===== src/rtl/alu_arb_pkg.sv =====
`default_nettype none
// ============================================================================
// Module      : alu_arb_pkg
// Description : Shared types and constants for the ALU arbiter. This package
//               holds the arbiter state encoding and the ALU op codes that the
//               arbiter issues on alu_ctrl.
// Revision    : 1.0 - initial release
// ============================================================================
package alu_arb_pkg;

  // Arbiter sequencing: accept in IDLE, drive the ALU in ISSUE, hand the
  // registered result back in RESP.
  typedef enum logic [1:0] {
    IDLE  = 2'd0,
    ISSUE = 2'd1,
    RESP  = 2'd2
  } state_e;

  // ALU op codes understood by the execute-stage ALU.
  localparam logic [2:0] ALU_ADD = 3'b000;
  localparam logic [2:0] ALU_SUB = 3'b001;
  localparam logic [2:0] ALU_AND = 3'b010;
  localparam logic [2:0] ALU_XOR = 3'b100;

endpackage
`default_nettype wire


===== src/rtl/rr_arbiter.sv =====
`default_nettype none
// ============================================================================
// Module      : rr_arbiter
// Description : Combinational request picker for the ALU arbiter.
//               Default build: round-robin, the first asserted request at or
//               after i_rr_ptr wins, wrapping NUM_REQ-1 to 0.
//               With ALU_ARB_FIXED_PRIO_EN defined: fixed priority, lowest
//               index wins, and the i_rr_ptr port does not exist.
// Ports       : i_req         request vector (NUM_REQ)
//               i_rr_ptr      round-robin start index (default build only)
//               o_grant       one-hot grant, zero when no request
//               o_grant_idx   binary index of the granted request
//               o_grant_valid at least one request is asserted
// Macro       : ALU_ARB_FIXED_PRIO_EN
// Revision    : 1.0 - initial release
// ============================================================================
module rr_arbiter #(
  parameter int NUM_REQ = 2,
  parameter int IDX_W   = (NUM_REQ > 1) ? $clog2(NUM_REQ) : 1
) (
  input  logic [NUM_REQ-1:0] i_req,
`ifndef ALU_ARB_FIXED_PRIO_EN
  input  logic [IDX_W-1:0]   i_rr_ptr,
`endif
  output logic [NUM_REQ-1:0] o_grant,
  output logic [IDX_W-1:0]   o_grant_idx,
  output logic               o_grant_valid
);

  logic [IDX_W-1:0] w_idx;
`ifndef ALU_ARB_FIXED_PRIO_EN
  int               w_pos;
`endif

  always_comb begin
    o_grant       = '0;
    o_grant_idx   = '0;
    o_grant_valid = 1'b0;
    w_idx         = '0;
`ifndef ALU_ARB_FIXED_PRIO_EN
    w_pos         = 0;
`endif
    // Scan candidates in priority order; the first asserted one wins.
    for (int k = 0; k < NUM_REQ; k++) begin
`ifdef ALU_ARB_FIXED_PRIO_EN
      w_idx = IDX_W'(k);
`else
      // Modulo by subtraction keeps non-power-of-two NUM_REQ correct.
      w_pos = int'(i_rr_ptr) + k;
      if (w_pos >= NUM_REQ) begin
        w_pos = w_pos - NUM_REQ;
      end
      w_idx = IDX_W'(w_pos);
`endif
      if (!o_grant_valid && i_req[w_idx]) begin
        o_grant_valid  = 1'b1;
        o_grant_idx    = w_idx;
        o_grant[w_idx] = 1'b1;
      end
    end
  end

endmodule
`default_nettype wire


===== src/rtl/alu_arbiter.sv =====
`default_nettype none
// ============================================================================
// Module      : alu_arbiter
// Description : Shares one combinational execute-stage ALU between NUM_REQ
//               requesters. One op is accepted in IDLE, driven onto the ALU
//               for exactly one cycle in ISSUE, and its registered result/EQ
//               is returned in RESP until the granted requester takes it.
//               Accept in cycle N gives rsp_valid in cycle N+2.
// Ports       : clk, rst                  clock, synchronous active-high reset
//               req_valid/req_ready       per-requester request handshake
//               req_a/req_b/req_op        packed operands and op codes
//               rsp_valid/rsp_ready       per-requester response handshake
//               rsp_result/rsp_eq         shared response bus
//               alu_src_a/b, alu_ctrl     to the ALU (zero outside ISSUE)
//               alu_result, alu_eq        from the ALU
// Macro       : ALU_ARB_FIXED_PRIO_EN selects fixed lowest-index priority
//               instead of round-robin.
// Revision    : 1.0 - initial release
// ============================================================================
module alu_arbiter
  import alu_arb_pkg::*;
#(
  parameter int WIDTH   = 32,
  parameter int NUM_REQ = 2
) (
  input  logic                 clk,
  input  logic                 rst,
  input  logic [NUM_REQ-1:0]   req_valid,
  output logic [NUM_REQ-1:0]   req_ready,
  input  logic [NUM_REQ*WIDTH-1:0] req_a,
  input  logic [NUM_REQ*WIDTH-1:0] req_b,
  input  logic [NUM_REQ*3-1:0] req_op,
  output logic [NUM_REQ-1:0]   rsp_valid,
  input  logic [NUM_REQ-1:0]   rsp_ready,
  output logic [WIDTH-1:0]     rsp_result,
  output logic                 rsp_eq,
  output logic [WIDTH-1:0]     alu_src_a,
  output logic [WIDTH-1:0]     alu_src_b,
  output logic [2:0]           alu_ctrl,
  input  logic [WIDTH-1:0]     alu_result,
  input  logic                 alu_eq
);

  localparam int IDX_W = (NUM_REQ > 1) ? $clog2(NUM_REQ) : 1;
  localparam logic [IDX_W-1:0] C_LAST_IDX = IDX_W'(NUM_REQ - 1);

  state_e           state_q,     state_d;
  logic [IDX_W-1:0] grant_idx_q, grant_idx_d;
  logic [WIDTH-1:0] a_q,         a_d;
  logic [WIDTH-1:0] b_q,         b_d;
  logic [2:0]       op_q,        op_d;
  logic [WIDTH-1:0] result_q,    result_d;
  logic             eq_q,        eq_d;
`ifndef ALU_ARB_FIXED_PRIO_EN
  logic [IDX_W-1:0] rr_ptr_q,    rr_ptr_d;
`endif

  logic [NUM_REQ-1:0] w_grant;
  logic [IDX_W-1:0]   w_grant_idx;
  logic               w_grant_valid;
  logic               w_rsp_ack;

  rr_arbiter #(
    .NUM_REQ (NUM_REQ),
    .IDX_W   (IDX_W)
  ) u_rr_arbiter (
    .i_req         (req_valid),
`ifndef ALU_ARB_FIXED_PRIO_EN
    .i_rr_ptr      (rr_ptr_q),
`endif
    .o_grant       (w_grant),
    .o_grant_idx   (w_grant_idx),
    .o_grant_valid (w_grant_valid)
  );

  always_comb begin
    state_d     = state_q;
    grant_idx_d = grant_idx_q;
    a_d         = a_q;
    b_d         = b_q;
    op_d        = op_q;
    result_d    = result_q;
    eq_d        = eq_q;
`ifndef ALU_ARB_FIXED_PRIO_EN
    rr_ptr_d    = rr_ptr_q;
`endif
    req_ready   = '0;
    rsp_valid   = '0;
    alu_src_a   = '0;
    alu_src_b   = '0;
    alu_ctrl    = ALU_ADD;
    w_rsp_ack   = 1'b0;

    case (state_q)
      IDLE: begin
        // The arbiter only grants asserted requests, so the grant vector
        // doubles as the ready vector.
        req_ready = w_grant;
        if (w_grant_valid) begin
          for (int i = 0; i < NUM_REQ; i++) begin
            if (w_grant_idx == IDX_W'(i)) begin
              a_d  = req_a[i*WIDTH +: WIDTH];
              b_d  = req_b[i*WIDTH +: WIDTH];
              op_d = req_op[i*3 +: 3];
            end
          end
          grant_idx_d = w_grant_idx;
`ifndef ALU_ARB_FIXED_PRIO_EN
          rr_ptr_d    = (w_grant_idx == C_LAST_IDX) ? '0
                                                    : w_grant_idx + IDX_W'(1);
`endif
          state_d     = ISSUE;
        end
      end

      ISSUE: begin
        alu_src_a = a_q;
        alu_src_b = b_q;
        alu_ctrl  = op_q;
        result_d  = alu_result;
        eq_d      = alu_eq;
        state_d   = RESP;
      end

      RESP: begin
        // Only the granted requester's rsp_ready completes the response.
        for (int i = 0; i < NUM_REQ; i++) begin
          if (grant_idx_q == IDX_W'(i)) begin
            rsp_valid[i] = 1'b1;
            w_rsp_ack    = rsp_ready[i];
          end
        end
        if (w_rsp_ack) begin
          state_d = IDLE;
        end
      end

      default: begin
        state_d = IDLE;
      end
    endcase
  end

  always_ff @(posedge clk) begin
    if (rst) begin
      state_q     <= IDLE;
      grant_idx_q <= '0;
      a_q         <= '0;
      b_q         <= '0;
      op_q        <= '0;
      result_q    <= '0;
      eq_q        <= 1'b0;
`ifndef ALU_ARB_FIXED_PRIO_EN
      rr_ptr_q    <= '0;
`endif
    end else begin
      state_q     <= state_d;
      grant_idx_q <= grant_idx_d;
      a_q         <= a_d;
      b_q         <= b_d;
      op_q        <= op_d;
      result_q    <= result_d;
      eq_q        <= eq_d;
`ifndef ALU_ARB_FIXED_PRIO_EN
      rr_ptr_q    <= rr_ptr_d;
`endif
    end
  end

  assign rsp_result = result_q;
  assign rsp_eq     = eq_q;

endmodule
`default_nettype wire


===== config.mk =====
export PLATFORM = sky130hd
export DESIGN_NAME = alu_arbiter
export DESIGN_NICKNAME = d
export VERILOG_FILES = /design/src/rtl/alu_arb_pkg.sv /design/src/rtl/rr_arbiter.sv /design/src/rtl/alu_arbiter.sv
export SDC_FILE = /design/constraint.sdc
export NUM_CORES = 1
export LEC_CHECK = 0
export CORE_AREA = 4 4 134 136
export DETAILED_ROUTE_END_ITERATION = 16
export DIE_AREA = 0 0 138 140
export PLACE_DENSITY_LB_ADDON = 0.2
export SLEW_MARGIN = 10
export SYNTH_ARGS = -nofsm -noshare
export SYNTH_HDL_FRONTEND = slang
export SYNTH_SLANG_ARGS = --single-unit

===== constraint.sdc =====
create_clock -name clk -period 1.7 [get_ports clk]
set_input_delay 0.255 -clock clk [delete_from_list [all_inputs] [get_ports clk]]
set_output_delay 0.255 -clock clk [all_outputs]
set_load 0.005 [all_outputs]

==> impl_metrics.csv <==
group,metric,value,unit
final_layout,final_cells,1138,
yosys,syn_area_per_cell,7.75,sq um
final_layout,syn2layout_area_growth,75.0,%
global_routing,track_usage,20.4,%
yosys,seq_area_frac_synth,42.0,%
power,swShare,28.9,%
power,p_int,4.96,mW
global_routing,grt_max_degree,68,
floorplan,chipWidth,138,um
sta,setup_viol,43,
worst_hold_path,worstHoldStart,"req_valid[0]",
final_layout,final_util,51.2,%
clock_network,ctsHoldBuffers,0,
worst_hold_path,hold_depth,3,
sta,rsz0062_at_grt,"yes",
power,ir_drop,443,uV
global_routing,antenna_found_initial,0,
sta,fmaxAchievable,536,MHz
sta,skew,0.00834,ns
final_layout,fin_nets,1081,
clock_network,clockRootBuffer,"clkbuf_16",
yosys,synth_warnings,0,
routing,drcViolationCount,0,
clock_network,cts_buffers,9,
placement,dp_hpwl,13.7,mm
yosys,synthTopCellsByCount,"dfxtp_1, o21ai_1, nand3_1",
power,p_per_area,805,mW/mm^2
yosys,syn_nets,812,
floorplan,start_util,29.2,%
global_routing,grt_pass1_wl,32.4,mm
routing,via_per_inst,5.20,
setup_path,worst_setup_path_start_kind,"flop",
floorplan,dieHeight,140,um
worst_hold_path,hp-class,"input pin to flop",
outcome,violations,"setup timing",
setup_path,crit_path_end_kind,"output pin",
power,switchingPower,2.02,mW
yosys,yosysTopAreaCellShare,42.0,%
power,p_leak,3.32,nW
yosys,synth_edf_count,0,
power,pwr-share-comb,28.5,%
setup_path,r2r-start,"state_q[1]",
power,power,6.98,mW
global_routing,grt_pass1_vias,5699,
outcome,status,"finished with violations",
sta,maxSlewHeadroom,73.6,%
clock_network,htreeDepth,3,
worst_hold_path,hold_end,"b_q[3]",
routing,wire_per_inst,19.1,um
clock_network,cts.sinks,104,
yosys,yosysMostFrequentCell,"dfxtp_1",
yosys,synth_area_leaders,"dfxtp_1, a31oi_1, and2_1",
sta,period_needed,1.86,ns
final_layout,diodes,0,
setup_path,startpoint,"state_q[0]",
setup_path,cp.arrival,1.61,ns
sta,worstMarginPinSlew,0.397,ns
clock_network,clock_latency,0.35,ns
setup_path,rr_endpoint,"a_q[3]",
yosys,async_flop_share,0,%
yosys,synth-seq-cells,104,
global_routing,grt_overflow,0,
sta,finalHoldViolCount,0,
setup_path,path_class,"flop to output pin",
setup_path,rr_worst_depth,6,
yosys,syn_inst,639,
routing,routed_wl,21.7,mm
placement,place.port_buffers,276,
floorplan,core_area,0.0169,sq mm
clock_network,clock_path_buffers,2,
job,cap_viol_max_count,0,
yosys,synth_largest_area_cell,"dfxtp_1",
power,pwr-share-clk,31.8,%
floorplan,io_pins,277,
placement,gp_congestion,0.835,
final_layout,layout-drive-gt1-share,20.6,%
routing,drtIter0Drc,363,
yosys,syn-cell-area,0.00495,sq mm
placement,place_inst,1088,
yosys,synth.distinct_cells,25,
yosys,synth_flop_cell,"dfxtp_1",
setup_path,rrSetupSlack,0.13,ns
floorplan,rows,48,
sta,hold_slack,0.273,ns
power,pwr-share-seq,39.7,%
routing,vias,5916,
setup_path,crit_path_max_fanout,6,
clock_network,cts.reportedPaths.clkPinSlew,0.08,ns
floorplan,die-area,0.0193,sq mm
setup_path,crit_required,1.44,ns
sta,slew_violations,0,
routing,dr.pass1.iters,5,
clock_network,cts_tree,"built",
sta,timing.final.ws_setup,-0.165,ns
routing,final_antenna_net_count,0,
sta,period_share,110,%
-- per-stage QoR --
stage | setup WS (ns) | setup TNS (ns) | area (sq um)
finish | -0.165 | -2.94 | 8670
floorplan | 0.347 | 0 | 4950
global placement | 0.0180 | 0 | 7960
detailed placement | 0.0147 | 0 | 7960
global route | -0.201 | -5.58 | 8670
CTS | -0.348 | -13.06 | 8440
-- how the worst max path moves through the flow --
stage                                to  cells past startpoint
final                     alu_src_b[11]                      7
after global routing      alu_src_b[11]                      7
after CTS                  alu_src_a[7]                      4
after detailed placement  alu_src_b[13]                      4
after global placement    alu_src_b[23]                      4
after floorplan            req_ready[0]                      6
-- state kept, by name (all words and copies together), names as in the netlist --
name         cells
a_q             32
b_q             32
grant_idx_q      1
op_q             3
rr_ptr_q         1
rsp_eq           1
rsp_result      32
state_q          2
-- kinds of logic after synthesis --
group	after synthesis	synth area share (%)
buf+inv	82	7.96
compound gates	173	19.5
mux	1	0.202
flops	104	42.0
simple gates	279	30.3
-- power by group through the flow --
stage	clock network (mW)	registers, mW	logic (mW)
final	2.22	2.77	1.99
after global routing	2.36	2.79	2.15
after CTS	2.27	2.77	1.84
after detailed placement	0	2.82	1.74
after global placement	0	2.82	1.73
after floorplan	0	2.79	0.813
-- worst max-delay path, stage by stage (launching register included) --
cell       delay [ns]
dfxtp_2          0.32
nor2b_4          0.13
buf_12           0.13
buf_4            0.14
clkbuf_16        0.15
buf_4            0.13
and2_1           0.15
clkbuf_2         0.11
-- metal layers --
metal	GRT usage, %	routed length [um]	up-vias
met1	27.2	9130	2744
met2	32.0	10100	287
met3	5.09	1730	42
li1	-	-	2843
met4	7.70	699	0
met5	0	0	-
-- area by class of cell --
type                    instances  area [sq um]
clock buffers                  11           253
clock inverters                 5          63.8
fillers                      1701          8270
inverters                       2          7.51
multi-input cells             453          2570
flip-flops and latches        104          2080
well taps                     225           282
repair buffers                338          3400
-- repair_timing --
action,in CTS,in global routing
endpoints found under the setup margin,71,65
gates resized for setup,131,162
cloned,2,6
buffers inserted,10,19
pin swaps,1,16
-- cell usage in the layout (no fill, tap or decap), types with 2 or more instances in the layout --
master	n
nor2_4	2
buf_12	15
nand4_1	67
nand2_1	67
clkdlybuf4s50_1	202
a31oi_1	67
clkbuf_16	12
clkbuf_8	2
buf_6	42
and2_4	33
dlymetal6s2s_1	2
dlygate4sd2_1	3
clkbuf_2	30
a21oi_1	36
clkinv_4	2
buf_8	4
buf_2	11
o21ai_1	69
buf_4	25
inv_1	2
dfxtp_2	2
dfxtp_1	102
nand3_1	68
and2_1	34
(Power assumes the default switching activity.)
